**src/rtl/fetch_sequencer.sv**
```systemverilog
// Fetch-stage controller: picks the next PC, stalls the PC register, runs the
// instruction-memory handshake and raises a fetch fault after a memory timeout.
module fetch_sequencer #(
  parameter logic [31:0] TRAP_VECTOR = 32'h0000_0100,
  parameter int unsigned TIMEOUT     = 15,
  parameter int unsigned FAULT_CNT_W = 8
) (
  input  logic                   clk,
  input  logic                   reset,
  input  logic [31:0]            pcf,
  output logic [31:0]            pc_next,
  output logic                   pc_stall,
  output logic                   imem_req,
  input  logic                   imem_ready,
  output logic                   if_valid,
  input  logic                   hazard_stall,
  input  logic                   redirect_valid,
  input  logic [31:0]            redirect_target,
  input  logic                   trap,
  output logic                   flush_d,
  output logic                   fetch_fault,
  output logic [FAULT_CNT_W-1:0] fault_count
);

  localparam int unsigned WCNT_W = $clog2(TIMEOUT + 1);

  typedef enum logic [1:0] {
    BOOT  = 2'd0,
    FETCH = 2'd1,
    HELD  = 2'd2,
    FAULT = 2'd3
  } state_t;

  state_t            state;
  state_t            state_nxt;
  logic [WCNT_W-1:0] wcnt;
  logic [WCNT_W-1:0] wcnt_nxt;
  logic              fault_inc;
  logic [31:0]       pc_plus4;

  // Sequential PC wraps modulo 2^32.
  assign pc_plus4 = pcf + 32'd4;

  // State, wait counter and saturating fault counter.
  always_ff @(posedge clk or posedge reset) begin
    if (reset) begin
      state       <= BOOT;
      wcnt        <= '0;
      fault_count <= '0;
    end else begin
      state <= state_nxt;
      wcnt  <= wcnt_nxt;
      if (fault_inc && (fault_count != '1)) begin
        fault_count <= fault_count + FAULT_CNT_W'(1);
      end
    end
  end

  // Next state and Mealy outputs; stalled cycles always present pcf as pc_next.
  always_comb begin
    state_nxt   = state;
    wcnt_nxt    = wcnt;
    pc_next     = pcf;
    pc_stall    = 1'b1;
    imem_req    = 1'b0;
    if_valid    = 1'b0;
    flush_d     = 1'b0;
    fetch_fault = 1'b0;
    fault_inc   = 1'b0;

    if (state == BOOT) begin
      state_nxt = FETCH;
      wcnt_nxt  = '0;
    end else begin
      // The fault report survives a same-cycle trap or redirect.
      if (state == FAULT) begin
        fetch_fault = 1'b1;
        fault_inc   = 1'b1;
      end

      if (trap || redirect_valid) begin
        pc_next   = trap ? TRAP_VECTOR : redirect_target;
        pc_stall  = 1'b0;
        flush_d   = 1'b1;
        state_nxt = FETCH;
        wcnt_nxt  = '0;
      end else begin
        case (state)
          FETCH: begin
            imem_req = 1'b1;
            if (imem_ready) begin
              if_valid = 1'b1;
              wcnt_nxt = '0;
              if (hazard_stall) begin
                state_nxt = HELD;
              end else begin
                pc_next  = pc_plus4;
                pc_stall = 1'b0;
              end
            end else if (wcnt == WCNT_W'(TIMEOUT - 1)) begin
              state_nxt = FAULT;
              wcnt_nxt  = '0;
            end else begin
              wcnt_nxt = wcnt + WCNT_W'(1);
            end
          end
          HELD: begin
            if_valid = 1'b1;
            if (!hazard_stall) begin
              pc_next   = pc_plus4;
              pc_stall  = 1'b0;
              state_nxt = FETCH;
            end
          end
          FAULT: begin
            pc_next   = TRAP_VECTOR;
            pc_stall  = 1'b0;
            flush_d   = 1'b1;
            state_nxt = FETCH;
            wcnt_nxt  = '0;
          end
          default: begin
            state_nxt = BOOT;
          end
        endcase
      end
    end
  end

endmodule

```
**config.mk**
```make
export PLATFORM = sky130hd
export DESIGN_NAME = fetch_sequencer
export DESIGN_NICKNAME = d
export VERILOG_FILES = /design/src/rtl/fetch_sequencer.sv
export SDC_FILE = /design/constraint.sdc
export NUM_CORES = 1
export LEC_CHECK = 0
export ABC_AREA = 1
export CAP_MARGIN = 10
export CORE_AREA = 2 2 79 81
export DETAILED_ROUTE_END_ITERATION = 8
export DIE_AREA = 0 0 81 83
export PLACE_DENSITY = 0.86
export SYNTH_ARGS = -nofsm -noshare
export SYNTH_HDL_FRONTEND = slang
export SYNTH_SLANG_ARGS = --single-unit
```
**constraint.sdc**
```tcl
create_clock -name clk -period 2.9 [get_ports clk]
set_input_delay 0.29 -clock clk [delete_from_list [all_inputs] [get_ports clk]]
set_output_delay 0.29 -clock clk [all_outputs]
set_load 0.03 [all_outputs]
```
# [After elaboration in Yosys (flattened, before gate mapping)]
# Index checks and enable logic that the tools add are counted.
[totals] wordCells=53 reg_bits=14 out_inout_bits=45 input_bits=70
[classes] n_mux=34 n_addsub=3 n_reduce_logical=5 eq_ne=8
[ops] cell="32-bit 2-to-1 mux" n=5
[ops] cell="32-bit one-hot mux with 3 select lines" n=1
[ops] cell="32-bit by 3-bit adder with 32-bit output, second input constant" n=1
[ops] cell="4-bit 2-to-1 mux" n=4
[ops] cell="1-bit 2-to-1 mux" n=14
[ops] cell="2-bit 2-to-1 mux" n=6
[ops] cell="5-bit inequality test, second input constant" n=2
[ops] cell="8-bit by 1-bit adder with 8-bit output, second input constant" n=1
[ops] cell="8-bit inequality test, second input constant" n=1
[ops] cell="4-bit one-hot mux with 2 select lines" n=1
[ops] cell="2-bit one-hot mux with 3 select lines" n=1
[ops] cell="4-bit by 1-bit adder with 4-bit output, second input constant" n=1
[ops] cell="2-bit == test, second input constant" n=2
[ops] cell="4-bit == test, second input constant" n=1
[ops] cell="4-bit inequality test, second input constant" n=1
[ops] cell="4-bit nonzero test" n=1
[ops] cell="1-bit one-hot mux with 3 select lines" n=1
[ops] cell="3-bit AND reduction" n=1
[ops] cell="2-bit by 1-bit == test with 1-bit output, second input constant" n=1
[ops] cell="2-bit logical NOT" n=1
[ops] cell="1-bit one-hot mux with 2 select lines" n=1
[ops] cell="1-bit logical AND" n=1
[ops] cell="1-bit logical OR" n=1

# [Depth between registers and ports, before layout]
# Gate-level depths: netlist (run 1).
[logic_depth] ltp_word=6 depth_mapped=12 mapped_depth_nobuf=12

# [Worst setup path after synthesis (run 1)]
# Ideal clock, no wire load.
[synth_path] path_kind="reg-to-output" from="reg state[1]" to="out pc_next[12]" path_stages_with_launch=8 path_slack_ns=0.595 n_path_buf=1 t_arrival_ns=2.015 cell_sequence="dfrtp_1 -> inv_1 -> ha_1 -> inv_2 -> o21ai_4 -> buf_6 -> a21oi_1 -> o31ai_1"
[synth_via] elab_chain_cells=4 word_cells_on_any_way=7 cone_classes="eq/ne (3); mux (3); reduce/logical (1)"
[synth_lines] item="start, declared" line_no="34" text="state_t state;"
[synth_lines] item="start signal, assigned" line_no="51" text="state <= state_nxt;"
[synth_lines] item="2-bit == test / 2-bit by 1-bit == test with 1-bit output (equally long branches)" line_no="88" text="case (state)"
[synth_lines] item="32-bit one-hot mux with 3 select lines" line_no="88"
[synth_lines] item="32-bit 2-to-1 mux" line_no="81" text="if (trap || redirect_valid) begin"
[synth_lines] item="32-bit 2-to-1 mux *" line_no="71" text="if (state == BOOT) begin"
[synth_lines] item="end, declared" line_no="11" text="output logic [31:0] pc_next,"
# Mark *: on every way between the ends. The rest lies on a longest branch, timed or not.

# [Worst setup path in the final report (run 1)]
[layout_path] from="in redirect_valid" to="out pc_next[17]"
[layout_via] elab_chain_cells=3
[layout_lines] item="start, declared" line_no="17" text="input logic redirect_valid,"
[layout_lines] item="1-bit logical OR" line_no="81"
[layout_lines] item="32-bit 2-to-1 mux" line_no="81"
[layout_lines] item="32-bit 2-to-1 mux" line_no="71"
# No other way between the ends.

==> flow_summary.yaml, run 1 <==
run_status:
  status: "complete, no violations"
worst_setup_path:
  cp_slowest_cell: "clkdlybuf4s50_1"
  crit_top_cell: "buf_4"
  cp-end-kind: "output port"
  crit_chain: "clkdlybuf4s50_1 -> inv_1 -> buf_4 -> nor2_1 -> buf_4 -> a21oi_1 -> a22oi_1 -> buf_4"
  path_class: "input port to output port"
  startpoint_type: "input port"
  path_max_fanout: 15
  crit_required_ns: 2.61
  cp.arrival_ns: 2.54
  cpPeakStageDelay_ns: 0.72
timing:
  finalHoldViolations: 0
  final.period_utilization_pct: 97.7
  slew_headroom_pct: 65.1
  setup_violations: 0
  tightest_slew_ns: 0.522
  finClkSkew_ns: 0.00125
  rsz0062_at_grt: "no"
  fin_hold_ws_ns: 0.381
  drv_slew: 0
  fin_setup_tns_ns: 0
  period_minus_slack_ns: 2.83
  max_clock_freq_mhz: 353
die:
  die_w_um: 81
  coreArea_um2: 5820
  die_y_um: 83
  dieArea_um2: 6720
  ios: 115
  initial_core_util_pct: 46.0
  rows: 28
synth:
  synth_area_leader_cell: "nand2_1"
  netlist_top_cells_area: "nand2_1 (16%), dfrtp_1 (13%), inv_1 (7.6%), nor2_1 (7.6%), a21oi_1 (6.9%)"
  yosysTopAreaCellShare_pct: 16.0
  yosysMostFrequentCell: "nand2_1"
  synth_flop_cell: "dfrtp_1"
  syn_avg_cell_area_um2: 5.84
  synth-async-reset-ratio_pct: 100
  syn_inst: 458
  mappedNetlistNets: 536
  synth_cell_types: 46
  yosysWarnings: 0
  synth_edf_count: 0
  synth_area_um2: 2670
  yosysSeqAreaShare_pct: 13.1
  synth_seq_cells: 14
  yosys-top-cells-count: "nand2_1 (114), inv_1 (54), nor2_1 (54), a21oi_1 (37), nand3_1 (32)"
clocking:
  clkSinkCount: 14
  cts.htree.levels: 1
  path_clk_slew_ns: 0.05
  cts_setup_buffers: 0
  root_buffer: "clkbuf_8"
  clk-insertion-delay-late_ns: 0.24
  cts_buffer_depth: 2
  cts_buffers: 3
  cts_tree: "done"
finish:
  stdcell_count: 666
  multi_input_area_um2: 2020
  ff_latch_area_um2: 350
  drive_above_1_share_pct: 17.1
  antenna_cells: 0
  fillers: 538
  syn_to_final_growth_pct: 51.5
  fin_nets: 670
grt:
  grt_pass1_wl_um: 15900
  grt.overflow.total: 0
  grt_pass1_vias: 3428
  grt_max_degree: 18
  grt_use_total_pct: 28.6
  antenna_found_initial: 0
route:
  wl_per_cell_um: 14.8
  vias_per_cell: 5.53
  wl_um: 9860
  drt_iter0_drc: 312
  remaining_drc_errors: 0
  vias: 3681
  postRouteAntennaNets: 0
  drtPass1Iterations: 5
job:
  cap_violations: 0
power_and_ir_drop:
  sw_frac_of_total_pct: 50.5
  leakage_nw: 2.03
  clkPwrFrac_pct: 11.0
  p_int_mw: 0.835
  power_frac_comb_pct: 72.4
  switching_power_mw: 0.851
  vdd.ir_drop.worst_mv: 0.562
  p_per_area_nw_per_um2: 416
  p_seq_share_pct: 16.5
placement:
  io_buffers: 114
  gp_congestion: 0.938
  placedCellCount: 662
  dp_hpwl_um: 7960
hold_path:
  min_path_type: "input port to async pin"
[placed cells by master, fill, tap and decap left out, types with 4 or more instances in the layout]
cell and count:
nand4_1 11, xnor2_1 5, dfrtp_1 14, nand2_2 6
nand2_1 114, o21bai_1 4, nor2_1 54, o21ai_1 13
a22oi_1 5, inv_2 13, xor2_1 5, clkdlybuf4s50_1 81
nor3_1 6, ha_1 8, inv_1 54, clkbuf_8 4
nor2_4 6, buf_4 52, dlymetal6s2s_1 5, o21ai_0 21
nand3_1 32, a21oi_1 37
[worst max-delay path, delay by kind of cell]
family | cells | cell delay [ns]
AND/OR/NAND/NOR | 1 | 0.22
buffers and inverters | 5 | 1.74
AO/OA/AOI/OAI | 2 | 0.30
[layout make-up]
type                    count  area share (%)
multi-input cells         367            49.8
repair buffers            139            31.7
flip-flops and latches     14            8.65
inverters                  67            6.21
well taps                  75            2.32
clock buffers               4            1.36
[final timing paths]
path                                      from  slack [ns]  cells past startpoint             end
worst max register to register        state[0]        1.12                      9         wcnt[0]
worst min-delay path                     reset        0.38                      2         wcnt[2]
worst max-delay path            redirect_valid        0.07                      8     pc_next[17]
max in group asynchronous                reset        2.17                      2        state[1]
worst min register to register  fault_count[0]        0.53                      1  fault_count[0]
min in group clk                fault_count[0]        0.53                      1  fault_count[0]
[per-layer routing]
| layer | GRT usage, % | part of all wire [%] | up-vias |
|---|---|---|---|
| li1 | - | - | 1796 |
| met1 | 39.0 | 41 | 1665 |
| met2 | 46.1 | 47 | 201 |
| met3 | 4.46 | 10 | 19 |
| met4 | 8.01 | 1.8 | 0 |
| met5 | 0 | 0 | - |
[through the flow]
stage	setup slack [ns]	utilization (%)	area, µm²	power [mW]
floorplan	0.595	-	2670	0.980
global placement	0.106	68.4	3980	1.47
detailed placement	0.0846	68.4	3980	1.49
CTS	0.0779	69.3	4030	1.68
global route	0.00225	69.6	4050	1.79
finish	0.0671	69.6	4050	1.69
[state kept, by name, indices dropped and copies added, names as in the netlist]
signal / count
state: 2
fault_count: 8
wcnt: 4
[logic make-up after synthesis]
group                      share of synthesized area, %
AOI/OAI and AO/OA                                  23.4
xor gates and xnor gates                           3.28
adders and majority gates                          3.75
buffers and inverters                              11.7
DFF                                                13.1
muxes                                             0.421
and+or+nand+nor                                    44.4
[power groups by stage]
stage	Sequential [mW]	Combinational, mW	Clock (mW)
floorplan	0.334	0.645	0
global placement	0.279	1.19	0
detailed placement	0.281	1.21	0
CTS	0.279	1.21	0.191
global route	0.287	1.31	0.198
finish	0.279	1.22	0.186
[what timing repair did]
item / 4_1_cts / 5_1_grt
gates resized for setup: 0 / 6
hold buffers: 0 / 0
setup endpoints to repair: 0 / 11
(Power assumes the default switching activity.)
==> run 2, diff against run 1 <==
Settings changed: CORE_AREA 2 2 79 81 to 2 2 80 59, DIE_AREA 0 0 81 83 to 0 0 82 61, DONT_BUFFER_PORTS from default to 1, PLACE_DENSITY 0.86 to 0.79, SKIP_CTS_REPAIR_TIMING from default to 1.
==> run 2 against run 1 <==
Effect of this change: the flow now finishes with violations (negative hold slack); core utilization up 1.1 points; global-route usage up 8.6 points; worst setup slack better by 0.056 ns; first-iteration DRC count up 5.8%.
==> flow_summary.yaml, run 2 (same netlist as run 1, synthesis figures left out) <==
route:
  wl_um: 9180
  wl_per_cell_um: 17.2
  vias_per_cell: 6.20
  drtPass1Iterations: 5
  postRouteAntennaNets: 0
  drt_iter0_drc: 330
  remaining_drc_errors: 0
  vias: 3317
grt:
  grt_use_total_pct: 37.1
  grt_max_degree: 17
  grt_pass1_vias: 2864
  antenna_found_initial: 0
  grt.overflow.total: 0
  grt_pass1_wl_um: 14000
finish:
  layout_common_cells: "nand2_1 (114), inv_1 (54), nor2_1 (53), a21oi_1 (37), nand3_1 (32)"
  antenna_cells: 0
  largest_reg_flops: 8
  stdcell_count: 535
  top_regs: "fault_count x8, wcnt x4, state x2"
  largest_register: "fault_count"
  final_core_util_pct: 70.7
  drive_above_1_share_pct: 16.0
  fin_nets: 559
  final_common_cell: "nand2_1"
  syn_to_final_growth_pct: 11.3
  fillers: 392
run_status:
  status: "finished with violations"
  violations: "negative hold slack"
timing:
  setup_violations: 0
  rsz0062_at_grt: "no"
  fin_hold_ws_ns: -0.0381
  drv_slew: 0
  slew_headroom_pct: 56.1
  tightest_slew_ns: 0.661
  period_minus_slack_ns: 2.78
  fin_setup_tns_ns: 0
  finalHoldViolations: 14
  finClkSkew_ns: 0.00242
  final.period_utilization_pct: 95.7
  max_clock_freq_mhz: 360
placement:
  placedCellCount: 531
  gp_congestion: 0.940
  dp_hpwl_um: 7350
  io_buffers: 0
clocking:
  cts_buffers: 3
  path_clk_slew_ns: 0.06
  root_buffer: "clkbuf_8"
  cts_tree: "done"
  clk-insertion-delay-late_ns: 0.25
  cts_buffer_depth: 2
  clkSinkCount: 14
  cts.htree.levels: 1
power_and_ir_drop:
  sw_frac_of_total_pct: 55.9
  p_per_area_nw_per_um2: 481
  p_seq_share_pct: 24.2
  vdd.ir_drop.worst_mv: 0.360
  power_frac_comb_pct: 61.8
  switching_power_mw: 0.799
  clkPwrFrac_pct: 14.0
  p_int_mw: 0.630
  leakage_nw: 1.51
  total_power_mw: 1.43
worst_setup_path:
  cp-end-kind: "output port"
  startpoint_type: "flop"
  cp.arrival_ns: 2.49
  crit_required_ns: 2.61
  path_max_fanout: 14
  ff2ff_setup_slack_ns: 0.48
  path_class: "flop to output port"
die:
  die_y_um: 61
  initial_core_util_pct: 63.6
  coreArea_um2: 4200
  die_w_um: 82
  ios: 115
  rows: 20
  dieArea_um2: 5000
hold_path:
  min_path_type: "input port to async pin"
job:
  cap_violations: 0
## run 2: final timing paths
path | end | cells after the start | from
setup / recovery | pc_next[17] | 10 | state[1]
hold / removal | fault_count[7] | 1 | reset
setup reg to reg | state[0] | 9 | state[0]
hold reg to reg | wcnt[1] | 2 | wcnt[1]
max in group asynchronous | state[1] | 1 | reset
min in group clk | state[0] | 3 | imem_ready
## run 2: area by class of cell
| cell class | count | area (µm²) | share of cell area, % |
|---|---|---|---|
| timing repair buffer | 28 | 235 | 7.91 |
| clock buffer | 4 | 55.1 | 1.85 |
| inverter | 67 | 251 | 8.46 |
| sequential | 14 | 350 | 11.8 |
| multi-input combinational | 367 | 2010 | 67.7 |
| tap | 55 | 68.8 | 2.31 |
## run 2: power by group through the flow
stage | Combinational [mW] | Clock (mW) | Sequential [mW]
after floorplan | 0.645 | 0 | 0.334
final | 0.883 | 0.200 | 0.346
after global placement | 0.848 | 0 | 0.343
after CTS | 0.870 | 0.199 | 0.345
after global routing | 0.955 | 0.207 | 0.352
after detailed placement | 0.866 | 0 | 0.348
## run 2: routing by layer
metal | global-route usage, % | vias up | wire length (µm)
li1 | - | 1563 | -
met5 | 0 | - | 0
met1 | 51.9 | 1489 | 3730
met2 | 58.3 | 251 | 3840
met4 | 5.95 | 0 | 135
met3 | 10.6 | 14 | 1470
## run 2: worst max-delay path, stage by stage, from the launching register on
cell and delay (ns):
dfrtp_1 0.41, inv_1 0.12, ha_1 0.28, inv_2 0.11, o21ai_4 0.42, buf_4 0.29, nand2_1 0.07, o21ai_0 0.07
nand3_1 0.09, a22oi_1 0.18, buf_4 0.20
## run 2: per-stage QoR
step | area, µm² | hold slack (ns) | worst slack, ns
2_1_floorplan | 2670 | 0.179 | 0.595
3_3_place_gp | 2920 | 0.239 | 0.536
3_5_place_dp | 2920 | 0.254 | 0.481
4_1_cts | 2970 | -0.0147 | 0.198
5_1_grt | 2970 | 0.0214 | 0.0310
6_report | 2970 | -0.0381 | 0.124
